<file path="config.mk">
export PLATFORM = sky130hd
export DESIGN_NAME = alu_arbiter
export DESIGN_NICKNAME = d
export VERILOG_FILES = /design/src/rtl/alu_arbiter.sv
export SDC_FILE = /design/constraint.sdc
export NUM_CORES = 1
export LEC_CHECK = 0
export ABC_AREA = 1
export BUFFER_PORTS_ARGS = -buffer_cell sky130_fd_sc_hd__buf_2
export CAP_MARGIN = 20
export CORE_ASPECT_RATIO = 1.2
export CORE_MARGIN = 1
export CORE_UTILIZATION = 30
export CTS_CLUSTER_SIZE = 24
export DETAILED_ROUTE_END_ITERATION = 16
export PLACE_DENSITY = 0.63
export SLEW_MARGIN = 25
export SYNTH_ARGS = -nofsm -noshare
export SYNTH_HDL_FRONTEND = slang
export SYNTH_SLANG_ARGS = --single-unit
</file>
<file path="constraint.sdc">
create_clock -name clk -period 1.5 [get_ports clk]
set_clock_uncertainty 0.2 [all_clocks]
set_input_delay 0.075 -clock clk [delete_from_list [all_inputs] [get_ports clk]]
set_output_delay 0.075 -clock clk [all_outputs]
set_load 0.005 [all_outputs]
</file>
<file path="src/rtl/alu_arbiter.sv">
// Two-requester front end for one shared, external combinational ALU: IDLE -> EXEC -> DONE per op.
// Define ALU_ARB_RR_EN for round-robin arbitration; otherwise requester 0 has fixed priority.
module alu_arbiter #(
  parameter int WIDTH = 32
) (
  input  logic             clk,
  input  logic             rst,
  input  logic             req0,
  input  logic             req1,
  input  logic [3:0]       code0,
  input  logic [3:0]       code1,
  input  logic [WIDTH-1:0] x0,
  input  logic [WIDTH-1:0] x1,
  input  logic [WIDTH-1:0] y0,
  input  logic [WIDTH-1:0] y1,
  output logic             done0,
  output logic             done1,
  output logic [WIDTH-1:0] res_z,
  output logic             res_cmp,
  output logic             busy,
  output logic [3:0]       alu_code,
  output logic [WIDTH-1:0] alu_x,
  output logic [WIDTH-1:0] alu_y,
  input  logic [WIDTH-1:0] alu_z,
  input  logic             alu_cmp
);

  localparam logic [3:0] ALU_NOP = 4'b1111;

  typedef enum logic [1:0] {IDLE, EXEC, DONE} state_e;

  state_e           state_q, state_d;
  logic [3:0]       code_q, code_d;
  logic [WIDTH-1:0] x_q, x_d;
  logic [WIDTH-1:0] y_q, y_d;
  logic             win_q, win_d;
  logic [WIDTH-1:0] res_z_q, res_z_d;
  logic             res_cmp_q, res_cmp_d;
  logic             grant;
  logic             win_sel;

  assign grant = (state_q == IDLE) && (req0 || req1);

`ifdef ALU_ARB_RR_EN
  // ptr_q names the requester that wins a tie; it always moves to the loser of the last grant.
  logic ptr_q, ptr_d;

  always_comb begin
    win_sel = req1 && !req0;
    if (req0 && req1) begin
      win_sel = ptr_q;
    end
  end

  always_comb begin
    ptr_d = ptr_q;
    if (grant) begin
      ptr_d = !win_sel;
    end
  end

  always_ff @(posedge clk) begin
    if (rst) begin
      ptr_q <= 1'b0;
    end else begin
      ptr_q <= ptr_d;
    end
  end
`else
  always_comb begin
    win_sel = !req0;
  end
`endif

  always_comb begin
    state_d   = state_q;
    code_d    = code_q;
    x_d       = x_q;
    y_d       = y_q;
    win_d     = win_q;
    res_z_d   = res_z_q;
    res_cmp_d = res_cmp_q;
    done0     = 1'b0;
    done1     = 1'b0;
    alu_code  = ALU_NOP;
    alu_x     = '0;
    alu_y     = '0;
    unique case (state_q)
      IDLE: begin
        if (grant) begin
          win_d   = win_sel;
          code_d  = win_sel ? code1 : code0;
          x_d     = win_sel ? x1 : x0;
          y_d     = win_sel ? y1 : y0;
          state_d = EXEC;
        end
      end
      EXEC: begin
        alu_code  = code_q;
        alu_x     = x_q;
        alu_y     = y_q;
        res_z_d   = alu_z;
        res_cmp_d = alu_cmp;
        state_d   = DONE;
      end
      DONE: begin
        done0   = !win_q;
        done1   = win_q;
        state_d = IDLE;
      end
      default: state_d = IDLE;
    endcase
  end

  always_ff @(posedge clk) begin
    if (rst) begin
      state_q   <= IDLE;
      code_q    <= ALU_NOP;
      x_q       <= '0;
      y_q       <= '0;
      win_q     <= 1'b0;
      res_z_q   <= '0;
      res_cmp_q <= 1'b0;
    end else begin
      state_q   <= state_d;
      code_q    <= code_d;
      x_q       <= x_d;
      y_q       <= y_d;
      win_q     <= win_d;
      res_z_q   <= res_z_d;
      res_cmp_q <= res_cmp_d;
    end
  end

  assign busy    = (state_q != IDLE);
  assign res_z   = res_z_q;
  assign res_cmp = res_cmp_q;

endmodule
</file>
# --- After elaboration in Yosys (flattened, before gate mapping) ---
# Index checks and enable logic that the tools add are counted.
# Widths: inputs -> output; s select.
totals:
  register_bits: 104
  output_inout_bits: 104
  in_bits: 173
  word_cells: 27
op_classes:
  mux: 10
  reduce_logical: 7
  eq_ne: 3
op_table:
  columns: ["op", "n"]
  rows:
  - ["$mux 32", 4]
  - ["$mux 4", 2]
  - ["$pmux 2 s2", 1]
  - ["$eq 2x1->1 const B", 1]
  - ["$eq 2x2->1 const B", 1]
  - ["$logic_not 1->1", 2]
  - ["$logic_not 2->1", 1]
  - ["$mux 1", 2]
  - ["$mux 2", 1]
  - ["$ne 2x2->1 const B", 1]
  - ["$reduce_and 2->1", 1]
  - ["$reduce_bool 2->1", 1]
  - ["$logic_and 1x1->1", 1]
  - ["$logic_or 1x1->1", 1]

# --- Logic depth before layout (Yosys ltp) ---
depth:
  word_depth: 4
  depth_mapped: 9
  depth_no_buf: 6

# --- Least setup slack after synthesis ---
# Ideal clock, no wire load.
synth_timing:
  path_type: "register to register"
  start: "register state_q[1]"
  end: "register res_z_q[26], in the netlist res_z[26]"
  period_less_slack_ns: 1.250
  required_time_ns: 1.184
  path_slack_ns: 0.250
  t_arrival_ns: 0.934
  setup_ns: 0.116
  path_buffers: 2
  stages_incl_launch_ff: 7
  path_cell_list: "dfxtp_1 -> inv_1 -> nand2_1 -> buf_2 -> buf_2 -> o21ai_0 -> nor2_1"
synth_between:
  elab_chain_len: 1
synth_rtl:
  columns: ["item", "line", "source"]
  rows:
  - ["start: declaration", "32", "state_e state_q, state_d;"]
  - ["start signal: assignment", "125", "state_q <= state_d;"]
  - ["$eq 2x1->1", "88", "unique case (state_q)"]
  - ["end signal: assignment", "130", "res_z_q <= res_z_d;"]
  - ["end: declaration", "37", "logic [WIDTH-1:0] res_z_q, res_z_d;"]
# Every way passes these cells.
# A chain may end at the register's enable or synchronous reset.

# --- Final worst setup path ---
layout_timing:
  start: "register state_q[1]"
  end: "output alu_x[10]"
layout_between:
  elab_chain_len: 2
layout_rtl:
  columns: ["item", "line", "source"]
  rows:
  - ["$eq 2x1->1", "88", null]
  - ["$mux 32", "88", null]
  - ["end: declaration", "22", "output logic [WIDTH-1:0] alu_x,"]
# Every way passes these cells.

==> impl_metrics.ini <==
[logic_synthesis]
synth-edff-count = 0
synth_area_leaders = dfxtp_1 (41%), nand2_1 (25%), nor2_1 (19%)
synthesis.area_um2 = 5140
synthTopCellsByCount = nand2_1 (343), nor2_1 (265), dfxtp_1 (104), inv_1 (69), o21ai_0 (34)
synthArstFlopShare = 0
ys_types = 16
synth_area_per_cell_um2 = 5.83
synth_top_family_by_area = simple AND/OR/NAND/NOR gates
yosysMostFrequentCell = nand2_1
synthAdderAreaFrac = 0
yosys.area_share.simple = 0.456
synth_top_cell_area_share = 0.405
yosysWarnings = 0
synth_mux_area_frac = 0
ys_ff_latch = 104
yosys.area_share.xor_xnor = 0
syn-instance-count = 881
synth_ff_type = dfxtp_1
seq_area_frac_synth = 0.405
synth_area_leader_cell = dfxtp_1
synth_nets = 1054
synth_compound_area_frac = 0.0331

[worst_setup_path]
cp.required_ns = 1.22
timing_worst_setup_path_type = flip-flop to output port
worstSetupStartpointType = flip-flop
cp_max_fo = 8
reg2reg_depth = 8
cp-end-kind = output port
worstPathArrival_ns = 1.37

[floorplan]
initial_utilization = 0.306
core_um2 = 16800
top_level_ports = 277
fp.dieArea_um2 = 17700
chipWidth_um = 121
num_rows = 52
chipHeight_um = 145

[sta]
report.final.slew_viol_count = 0
setup-tns-final_ns = -12.37
slew_headroom = 0.733
setup_violations = 127
fin_crit_sh = 1.10
timing.final.hold_violations = 0
fin_crit_ns = 1.65
rsz0062_at_grt = yes
setup_ws_ns = -0.148
worstMarginPinSlew_ns = 0.400
fmax_ghz = 0.607

[min_path]
hold_path.class = input port to flip-flop
min_path_cells = 6

[route]
drc = 0
ant_nets = 0
wire_per_inst_um = 14.1
vias = 6984
viasPerCell = 4.47
first_iter_violations = 331
routed_wl_mm = 22.0
firstDrtPassIters = 5

[power_and_ir_drop]
vdd_drop_max_mv = 0.483
cellPowerDensity_nw_per_um2 = 837
p_int_w = 0.00574
power_leakage_nw = 5.24
switching_share = 0.319
pwr-share-seq = 0.376
clkPwrFrac = 0.272
p_comb_frac = 0.352
power.switching_w = 0.00268

[status]
violations = setup timing
status = finished with violations

[clock_network]
path_clk_slew_ns = 0.07
cts_tree = built
cts_buffer_depth = 2
cts-root-buf = clkbuf_16
clk_latency_ns = 0.34
cts.sinks = 104
htree_levels = 3
numCtsBuffers = 9

[layout]
drive_above_1_share = 0.338
antennaDiodeCount = 0
synthToLayoutAreaGrowth_pct = 95.7
final_cell_area_um2 = 10100
layout.nets = 1514

[global_route]
grt_first_pass_wirelength_mm = 29.9
grt-ovfl-total = 0
grt_usage = 0.212
antenna_found_initial = 0
grt_pass1_vias = 6496
grt_max_degree = 63

[placement]
globalplace.congestion = 0.779
port_buffers = 276
placed_area_um2 = 6720
dp_hpwl_mm = 10.9
place_ws_ns = 0.109

[job]
max-cap-violations = 0
[power by group through the flow]
stage | Sequential [W] | Clock, W | Combinational (W)
CTS | 0.00316 | 0.00235 | 0.00236
finish | 0.00316 | 0.00229 | 0.00297
floorplan | 0.00321 | 0 | 0.00104
detailed placement | 0.00322 | 0 | 0.00168
global route | 0.00319 | 0.00247 | 0.00324
global placement | 0.00321 | 0 | 0.00166
[path summary, 6_finish.rpt]
kind / start / endpoint / slack (ns)
setup / recovery: state_q[1] / alu_x[10] / -0.15
hold / removal: req0 / y_q[29] / 0.03
setup reg to reg: state_q[0] / y_q[8] / -0.13
hold reg to reg: res_z[11] / res_z[11] / 0.28
[layer usage]
layer	global-route usage	vias up	share of wire
met3	0.0372	59	0.048
li1	-	3517	-
met2	0.381	248	0.51
met1	0.232	3160	0.40
met4	0.112	0	0.039
met5	0	-	0
[critical path: stages, from the launching register on]
cell and delay, ns:
dfxtp_4 0.35, inv_4 0.08, nand2_8 0.06, buf_12 0.15, clkbuf_16 0.17, nor2_2 0.08
buf_2 0.12
[timing repair]
action / CTS / global route
hold buffers: 171 / 7
setup buffers: 12 / 4
setup endpoints to repair: 67 / 168
resized for setup: 81 / 134
gates cloned: 7 / 21
endpoints found under the hold margin: 104 / 7
pin swaps: 2 / 12
[flip-flops by register name, summed over array words and instances (netlist names)]
signal   cells
state_q      2
y_q         32
win_q        1
code_q       4
x_q         32
res_z       32
res_cmp      1
[cell usage in the layout (no fill, tap or decap), drive strengths merged]
| master | netlist | routed |
|---|---|---|
| nand2 | 344 | 347 |
| and3 | 1 | 1 |
| dfxtp | 104 | 104 |
| clkinv | 0 | 2 |
| clkbuf | 19 | 22 |
| nor2 | 265 | 265 |
| clkinvlp | 0 | 2 |
| inv | 70 | 72 |
| o21ai | 34 | 34 |
| nand3 | 4 | 4 |
| buf | 35 | 317 |
| nor3 | 1 | 1 |
| or2 | 4 | 4 |
| dlygate4sd3 | 0 | 171 |
[metrics by stage]
step	total power (W)	instances	hold WS (ns)	util
4_1_cts	0.00787	1538	0.0383	0.548
5_1_grt	0.00889	1562	0.0889	0.599
3_5_place_dp	0.00489	1332	0.0839	0.401
3_3_place_gp	0.00487	1332	0.0843	0.401
2_1_floorplan	0.00425	881	-0.0526	-
6_report	0.00842	1562	0.0321	0.599
[layout make-up]
class	instances	area, µm²
Multi-Input combinational cell	656	3020
Tap cell	216	270
Clock inverter	6	42.5
Inverter	70	275
Fill cell	1434	6730
Timing Repair Buffer	500	4120
Sequential cell	104	2090
Clock buffer	10	239
[cell families (layout without fill, tap and decap cells)]
group / after synthesis / after routing
flip-flops: 104 / 104
AO/OA/AOI/OAI: 34 / 34
buffers and inverters: 124 / 586
AND/OR/NAND/NOR: 619 / 622
No activity file was read; power rests on OpenSTA's default activity.
